<file path="src/rtl/rx_pkg.sv">
// Shared definitions for the receive frame controller: state encoding,
// default sync word and byte container.
package rx_pkg;

  localparam logic [1:0] ST_IDLE    = 2'd0;
  localparam logic [1:0] ST_HUNT    = 2'd1;
  localparam logic [1:0] ST_PAYLOAD = 2'd2;

  localparam int unsigned            SYNC_WIDTH_DEF = 16;
  localparam logic [SYNC_WIDTH_DEF-1:0] SYNC_WORD_DEF = 16'hEB90;

  localparam int unsigned BYTE_W = 8;

  typedef struct packed {
    logic [BYTE_W-1:0] data;
    logic              err;
  } rx_byte_t;

  // Even parity: a mismatch means the data ones plus the parity bit are odd.
  function automatic logic par_err(input logic [BYTE_W-1:0] d, input logic p);
    return (^d) ^ p;
  endfunction

endpackage

</file>
<file path="src/rtl/rx_sync_detect.sv">
// Sync-word hunter: LSB-in shift register with a compare on the post-shift
// value, so match_o fires in the same cycle as the completing strobe.
module rx_sync_detect
  import rx_pkg::*;
#(
  parameter int unsigned             SYNC_WIDTH = SYNC_WIDTH_DEF,
  parameter logic [SYNC_WIDTH-1:0]   SYNC_WORD  = SYNC_WORD_DEF
) (
  input  logic clk,
  input  logic reset,
  input  logic clear,
  input  logic shift_en,
  input  logic bit_i,
  output logic match_o
);

  // Only the newest SYNC_WIDTH-1 bits need storing; the incoming bit
  // completes the window for the compare.
  logic [SYNC_WIDTH-2:0] hist_q;
  logic [SYNC_WIDTH-1:0] window;

  assign window  = {hist_q, bit_i};
  assign match_o = shift_en && !clear && (window == SYNC_WORD);

  always_ff @(posedge clk) begin
    if (reset || clear) hist_q <= '0;
    else if (shift_en)  hist_q <= window[SYNC_WIDTH-2:0];
  end

endmodule

</file>
<file path="src/rtl/rx_frame_ctrl.sv">
// Receive frame controller: sync hunt, fixed-length payload byte assembly,
// single-entry output holding register. RX_FRAME_PARITY_EN adds a parity bit per byte.
module rx_frame_ctrl
  import rx_pkg::*;
#(
  parameter int unsigned           SYNC_WIDTH     = SYNC_WIDTH_DEF,
  parameter logic [SYNC_WIDTH-1:0] SYNC_WORD      = SYNC_WORD_DEF,
  parameter int unsigned           PAYLOAD_BYTES  = 4,
  parameter int unsigned           TIMEOUT_CYCLES = 1024
) (
  input  logic        clk,
  input  logic        reset,
  input  logic        enable_i,
  input  logic        bit_i,
  input  logic        bit_valid_i,
  output logic [7:0]  byte_o,
  output logic        byte_valid_o,
  input  logic        byte_ready_i,
  output logic        byte_err_o,
  output logic        frame_start_o,
  output logic        frame_done_o,
  output logic        overrun_o,
  output logic        timeout_o,
  output logic [1:0]  state_o
);

`ifdef RX_FRAME_PARITY_EN
  localparam int unsigned BITS_PER_BYTE = BYTE_W + 1;
  localparam int unsigned SR_W          = BYTE_W;
`else
  localparam int unsigned BITS_PER_BYTE = BYTE_W;
  localparam int unsigned SR_W          = BYTE_W - 1;
`endif

  localparam int unsigned BITW = $clog2(BITS_PER_BYTE) + 1;
  localparam int unsigned BCW  = $clog2(PAYLOAD_BYTES) + 1;
  localparam int unsigned GW   = $clog2(TIMEOUT_CYCLES) + 1;

  localparam logic [BITW-1:0] LAST_BIT  = BITW'(BITS_PER_BYTE - 1);
  localparam logic [BCW-1:0]  LAST_BYTE = BCW'(PAYLOAD_BYTES - 1);
  localparam logic [GW-1:0]   GAP_LAST  = GW'(TIMEOUT_CYCLES - 1);

  logic [1:0]      state_q;
  logic [BITW-1:0] bit_cnt;
  logic [BCW-1:0]  byte_cnt;
  logic [GW-1:0]   gap_cnt;
  logic [SR_W-1:0] data_sr;
  rx_byte_t        hold_q;
  rx_byte_t        asm_byte;
  logic            hold_vld;
  logic            data_bit;
  logic            sync_match;
  logic            drain;

  // Sync history is held clear outside HUNT, so payload bits never match
  // and every hunt starts from a clean window.
  rx_sync_detect #(
    .SYNC_WIDTH (SYNC_WIDTH),
    .SYNC_WORD  (SYNC_WORD)
  ) u_sync (
    .clk      (clk),
    .reset    (reset),
    .clear    (state_q != ST_HUNT),
    .shift_en (enable_i && bit_valid_i && (state_q == ST_HUNT)),
    .bit_i    (bit_i),
    .match_o  (sync_match)
  );

  assign drain = hold_vld && byte_ready_i;

  always_comb begin
    asm_byte = '0;
    data_bit = 1'b1;
`ifdef RX_FRAME_PARITY_EN
    data_bit      = (bit_cnt < BITW'(BYTE_W));
    asm_byte.data = data_sr;
    asm_byte.err  = par_err(data_sr, bit_i);
`else
    asm_byte.data = {data_sr, bit_i};
    asm_byte.err  = 1'b0;
`endif
  end

  always_ff @(posedge clk) begin
    if (reset) begin
      state_q       <= ST_IDLE;
      bit_cnt       <= '0;
      byte_cnt      <= '0;
      gap_cnt       <= '0;
      data_sr       <= '0;
      hold_q        <= '0;
      hold_vld      <= 1'b0;
      frame_start_o <= 1'b0;
      frame_done_o  <= 1'b0;
      overrun_o     <= 1'b0;
      timeout_o     <= 1'b0;
    end else begin
      frame_start_o <= 1'b0;
      frame_done_o  <= 1'b0;
      overrun_o     <= 1'b0;
      timeout_o     <= 1'b0;
      if (drain) hold_vld <= 1'b0;

      if (!enable_i) begin
        state_q <= ST_IDLE;
      end else begin
        case (state_q)
          ST_IDLE: state_q <= ST_HUNT;
          ST_HUNT: begin
            if (sync_match) begin
              state_q       <= ST_PAYLOAD;
              frame_start_o <= 1'b1;
              bit_cnt       <= '0;
              byte_cnt      <= '0;
              gap_cnt       <= '0;
            end
          end
          ST_PAYLOAD: begin
            if (bit_valid_i) begin
              gap_cnt <= '0;
              if (data_bit) data_sr <= {data_sr[SR_W-2:0], bit_i};
              if (bit_cnt == LAST_BIT) begin
                bit_cnt <= '0;
                // A same-cycle drain frees the slot for the new byte.
                if (!hold_vld || drain) begin
                  hold_q   <= asm_byte;
                  hold_vld <= 1'b1;
                  byte_cnt <= byte_cnt + 1'b1;
                  if (byte_cnt == LAST_BYTE) begin
                    frame_done_o <= 1'b1;
                    state_q      <= ST_HUNT;
                  end
                end else begin
                  overrun_o <= 1'b1;
                  state_q   <= ST_HUNT;
                end
              end else begin
                bit_cnt <= bit_cnt + 1'b1;
              end
            end else if (gap_cnt == GAP_LAST) begin
              timeout_o <= 1'b1;
              state_q   <= ST_HUNT;
            end else begin
              gap_cnt <= gap_cnt + 1'b1;
            end
          end
          default: state_q <= ST_IDLE;
        endcase
      end
    end
  end

  assign byte_o       = hold_q.data;
  assign byte_err_o   = hold_q.err;
  assign byte_valid_o = hold_vld;
  assign state_o      = state_q;

endmodule

</file>
<file path="config.mk">
export PLATFORM = sky130hd
export DESIGN_NAME = rx_frame_ctrl
export DESIGN_NICKNAME = d
export VERILOG_FILES = /design/src/rtl/rx_pkg.sv /design/src/rtl/rx_sync_detect.sv /design/src/rtl/rx_frame_ctrl.sv
export SDC_FILE = /design/constraint.sdc
export NUM_CORES = 1
export LEC_CHECK = 0
export CORE_UTILIZATION = 55
export DETAILED_ROUTE_END_ITERATION = 12
export GPL_TIMING_DRIVEN = 0
export PLACE_DENSITY = 0.77
export SLEW_MARGIN = 20
export SYNTH_ARGS = -nofsm -noshare
export SYNTH_HDL_FRONTEND = slang
export SYNTH_SLANG_ARGS = --single-unit
</file>
<file path="constraint.sdc">
create_clock -name clk -period 4.9 [get_ports clk]
set_input_delay 0.98 -clock clk [delete_from_list [all_inputs] [get_ports clk]]
set_output_delay 0.98 -clock clk [all_outputs]
set_load 0.005 [all_outputs]
</file>
Word-level counts from Yosys, hierarchy flattened:

Index checks and enable logic that the tools add are counted.

* register bits: 55
* output and inout bits: 16

* $add $sub $neg: 3
* equal/unequal tests: 15
* multiplexer cells: 30
* bitwise gates (word level): 6
* reductions and logical operators: 22

Operator list (count)
* $mux 11: 3
* $pmux 11 s2: 1
* $eq 16x16->1 const B: 1
* $mux 2: 6
* $mux 3: 4
* $mux 4: 3
* $reduce_and 4->1: 3
* $add 11x1->11 const B: 1
* $eq 11x10->1 const B: 1
* $mux 1: 10
* $ne 3x3->1 const B: 3
* $ne 2x2->1 const B: 4
* $pmux 4 s2: 1
* $not 1->1: 6
* $pmux 2 s3: 1
* $pmux 3 s2: 1
* $reduce_and 6->1: 1
* $reduce_or 6->1: 1
* $logic_and 1x1->1: 5
* $reduce_and 5->1: 1
* $reduce_or 5->1: 1
* $add 4x1->4 const B: 1
* $eq 4x3->1 const B: 1
* $ne 4x4->1 const B: 1
* 13 further kinds: 15

Logic depth before layout (Yosys ltp):

Gate-level depths: netlist of run 1.

* word-level depth: 7
* gate-level depth with buffers: 7

By module:

A second synthesis of run 1 with hierarchy kept.

* cells, all modules: 270
* area, all modules: 2501.1 sq um

Modules (own cells, without submodules)
* rx_frame_ctrl: instances 1, cells an instance 212, area an instance 1878.1 sq um, seq. area each 800.8 sq um
* rx_sync_detect: instances 1, cells an instance 58, area an instance 623.1 sq um, seq. area each 300.3 sq um

Least setup slack after synthesis of run 1:

No wires, ideal clock.

* path type: input to register
* start point: input enable_i
* end point: register bit_cnt[2]
* arrival: 2.222 ns
* data required time: 4.830 ns
* setup slack: 2.608 ns
* stages on the path: 7
* path buffers: 2
* path through: clkbuf_2 and2_1 buf_2 and3_1 a21oi_1 or3_1 a21oi_1

* word-level cells in the longest chain between the ends: 6

Ends and longest elaborated chain
* from (decl): RTL line rx_frame_ctrl.sv:13 `input logic enable_i,`
* $logic_and 1x1->1 (2 in series): RTL line rx_frame_ctrl.sv:64 `.shift_en (enable_i && bit_valid_i && (state_q == ST_HUNT)),`
* $logic_and 1x1->1 (2 in series): RTL line rx_sync_detect.sv:23 `assign match_o = shift_en && !clear && (window == SYNC_WORD);`
* $ne 2x2->1 (no source line)
* $reduce_and 4->1 (no source line) *
* to (signal assigned): RTL line rx_frame_ctrl.sv:138 `bit_cnt <= bit_cnt + 1'b1;`
* to (decl): RTL line rx_frame_ctrl.sv:44 `logic [BITW-1:0] bit_cnt;`

Every way passes the cells marked *; elsewhere a longest branch is shown, timed or not.
A chain may end at the register's enable or synchronous reset.

Worst setup path in the final report of run 1:

* start point: input bit_valid_i
* end point: register gap_cnt[4]

* word-level cells in the longest chain between the ends: 6
* elaborated cells on any way between the ends: 9
* classes of those cells: 2 x eq/ne; 2 x mux; 5 x reduce/logical

Ends and longest elaborated chain
* from (decl): RTL line rx_frame_ctrl.sv:15 `input logic bit_valid_i,`
* $logic_and 1x1->1 (2 in series): RTL line rx_frame_ctrl.sv:64
* $logic_and 1x1->1 (2 in series): RTL line rx_sync_detect.sv:23
* $ne 2x2->1 (no source line)
* $reduce_and 4->1 (no source line)
* to (signal assigned): RTL line rx_frame_ctrl.sv:144 `gap_cnt <= gap_cnt + 1'b1;`
* to (decl): RTL line rx_frame_ctrl.sv:46 `logic [GW-1:0] gap_cnt;`

Parallel ways exist; a longest one is shown, timed or not.

==> results of run 1 <==
sequential cells by signal (all words and copies together) (netlist names):
signal         cells
byte_valid_o       1
byte_o             8
frame_done_o       1
u_sync.hist_q     15
state_o            2
bit_cnt            4
timeout_o          1
gap_cnt           11
byte_cnt           3
overrun_o          1
frame_start_o      1
data_sr            7
per-layer routing:
metal,routed length [um],part of all wire [%],vias to the layer above
met1,2400,49,969
met4,102,2.1,0
li1,-,-,1074
met2,2170,44,45
met5,0,0,-
met3,205,4.2,10
cells by family (layout without fill, tap and decap cells):
logic type | count (synthesis) | count (layout)
AO/OA/AOI/OAI | 75 | 75
adder cells (fa/ha/maj) | 4 | 4
other | 1 | 1
AND/OR/NAND/NOR | 139 | 139
flip-flops | 55 | 55
buffers and inverters | 20 | 47
path summary, 6_finish.rpt:
kind                 end  slack, ns
min reg2reg  gap_cnt[10]       0.45
max reg2reg  byte_cnt[1]       2.95
min          gap_cnt[10]       0.45
max           gap_cnt[4]       2.08
layout make-up:
| class | instances | area, um^2 | area share, % |
|---|---|---|---|
| Multi-Input combinational cell | 219 | 1160 | 42.7 |
| Sequential cell | 55 | 1100 | 40.5 |
| Timing Repair Buffer | 19 | 190 | 6.99 |
| Clock buffer | 6 | 82.6 | 3.04 |
| Buffer | 16 | 72.6 | 2.67 |
| Tap cell | 50 | 62.6 | 2.30 |
| Clock inverter | 2 | 35.0 | 1.29 |
| Inverter | 4 | 15.0 | 0.552 |
critical path: cells and delay by family:
| kind | cells | cell delay, ns |
|---|---|---|
| AOI/OAI and AO/OA | 2 | 0.66 |
| buffers and inverters | 2 | 0.75 |
| and+or+nand+nor | 3 | 0.65 |
where the power goes:
group,internal [uW],switching (uW),leakage (uW)
logic,8.15,17.2,0.000366
registers,447,1.26,0.000443
clock network,166,147,0.0000612
total,621,166,0.000870
stage by stage:
stage	utilization (%)	setup WS, ns	hold WS (ns)
after global routing	67.0	1.98	0.468
after floorplan	-	2.61	0.422
final	67.0	2.08	0.452
after global placement	64.1	1.89	0.438
after CTS	67.0	2.11	0.457
after detailed placement	64.1	1.86	0.438
cells in the final DEF (no fill, tap or decap), types with 4 or more instances in the layout:
master,synthesis,layout
sky130_fd_sc_hd__nand2b_1,7,7
sky130_fd_sc_hd__clkdlybuf4s50_1,0,19
sky130_fd_sc_hd__a21oi_1,45,45
sky130_fd_sc_hd__nand2_1,74,74
sky130_fd_sc_hd__ha_1,4,4
sky130_fd_sc_hd__clkbuf_8,0,6
sky130_fd_sc_hd__inv_1,4,4
sky130_fd_sc_hd__nor3_1,5,5
sky130_fd_sc_hd__nand3_1,9,9
sky130_fd_sc_hd__nand4_1,4,4
sky130_fd_sc_hd__nor2_1,10,10
sky130_fd_sc_hd__and3_1,4,4
sky130_fd_sc_hd__a31oi_1,6,6
sky130_fd_sc_hd__clkbuf_1,10,10
sky130_fd_sc_hd__dfxtp_1,55,55
sky130_fd_sc_hd__o21ai_0,11,11
==> reports/results.ini, run 1 <==
[die]
std_cell_rows = 23
floorplan.core_area_um2 = 4060
die_width_um = 67.4
die_h_um = 67.4
num_io_pins = 22
die_area_um2 = 4540
effective_utilization_at_floorplan_pct = 57.9

[synth]
synth_enable_flop_cells = 0
synth-main-ff-cell = sky130_fd_sc_hd__dfxtp_1
syn_nets = 304
ys_ff_latch = 55
yosys.area_share.adder_pct = 2.13
synth_cells = 294
dominant_combinational_cell_family_by_area_after_synthesis = simple AND/OR/NAND/NOR gates
synth_top_area_cell = sky130_fd_sc_hd__dfxtp_1
yosys.area_share.simple_pct = 29.1
synthDistinctLibCells = 40
postSynthAreaPerCell_um2 = 7.99
post_synth_instance_area_um2 = 2350
synth_top_area_share_pct = 46.9
yosysWarnings = 0
synth_async_sr_flop_share_pct = 0
synth.most_common_cell = sky130_fd_sc_hd__nand2_1
synth_top_cells_by_count = sky130_fd_sc_hd__nand2_1, sky130_fd_sc_hd__dfxtp_1, sky130_fd_sc_hd__a21oi_1, sky130_fd_sc_hd__o21ai_0
yosys-top-cells-area = sky130_fd_sc_hd__dfxtp_1, sky130_fd_sc_hd__nand2_1, sky130_fd_sc_hd__a21oi_1
synth_compound_gate_area_share_pct = 18.0
synth-xor-area-share_pct = 0
synth.yosys.seq_area_share_pct = 46.9
mux_contribution_to_synthesized_area_pct = 0

[drt]
drt-total-wl_um = 4890
first_iter_violations = 139
route.detailed.wl_per_inst_um = 13.2
final_antenna_net_count = 0
vias_per_cell = 5.65
route.detailed.drc = 0
total_vias_in_the_final_route = 2098
drt_pre_antenna_iters = 5

[clock_network]
cts.root.buffer_cell = sky130_fd_sc_hd__clkbuf_8
ctsResizeCount = 0
cts_inserted_buffers = 5
ctsHtreeMaxLevel = 2
clk_pin_slew_worst_paths_ns = 0.10
cts_hold_buffers = 0
worst_skew_pair.late_latency_ns = 0.31
clock_sinks = 55
cts_post_setup_buffers_inserted = 0
max-clock-path-buffers = 2
clock_tree_from_tritoncts = yes

[setup_path]
critical_path.max_stage_delay_ns = 0.58
type_of_destination_of_the_critical_path = register
crit_path_top_delay_cell = sky130_fd_sc_hd__clkdlybuf4s50_1
timing.critical_path.cells = clkdlybuf4s50_1, and2_1, buf_2, and3_1, a21oi_2, nor2_1, a311oi_1
critical_path.startpoint = bit_valid_i
timing.rr.start = bit_cnt[0]
path_max_fanout = 9
cp-start-kind = primary input
cp.required_ns = 5.12
arrival_ns = 3.04
reg2reg_depth = 7
path_class = in -> reg

[timing]
maxSlewHeadroom_pct = 66.4
hold_violations = 0
grt_setup_unrepaired = false
clock_skew_ns = 0.00771
worst_pin_slew_ns = 0.504
final_max_slew_viol_count = 0
fin_crit_sh_pct = 57.6
achievable-frequency_mhz = 354
final-setup-viol-count = 0
tns_ns = 0
finalCriticalPeriod_ns = 2.82

[final_layout]
diodes = 0
syn_to_final_growth_pct = 15.8
nets = 330
n_fill_cell = 363
finalNonFillerCells = 371
final_area_um2 = 2720
post_route_cells_drive_above_1_share_pct = 6.23

[global_route]
peak_usage_layer_in_the_global_routing_report = met2
maximum_number_of_pins_on_one_net_before_global_route_repair = 17
initial_antenna_violation_count = 0
grt_util_met3_pct = 5.91
grt-ovfl-total = 0
grt_pass1_wl_um = 8010
grt.met2_usage_pct = 36.8
number_of_global_route_vias_before_repair = 1790
grt_use_total_pct = 23.5
grt_met1_usage_pct = 30.4

[hold_path]
worst_hold_path.num_cells = 2
worstHoldPathType = reg -> reg
worstHoldStart = gap_cnt[10]

[power_and_ir_drop]
power_uw = 787
power.density_nw_per_um2 = 289
cellLeakagePower_uw = 0.000870
vdd_ir_drop_max_mv = 0.201

[status]
outcome = finished clean

[placed_design]
numPortBuffers = 19
gp_routability_congestion = 0.805
place_area_um2 = 2600
place.detailed.instances = 363
hpwlAfterDp_um = 3360

[flow_run]
drv.max_cap_violation_count = 0

Power figures use the tool's default switching activity.
==> inputs of run 2 (changes only) <==
==> constraint.sdc (replaced) <==
create_clock -name clk -period 2.6 [get_ports clk]
set_input_delay 0.52 -clock clk [delete_from_list [all_inputs] [get_ports clk]]
set_output_delay 0.52 -clock clk [all_outputs]
set_load 0.005 [all_outputs]
==> results of run 2 <==
Same layout as run 1 (identical final DEF). Status: finished clean.
Main changes from that run: setup slack after placement 1.86 ns -> 0.0209 ns; setup slack after layout 2.08 ns -> 0.239 ns; register-to-register setup slack 2.95 ns -> 0.65 ns; total power 787 uW -> 1480 uW; worst IR drop on VDD 0.201 mV -> 0.379 mV
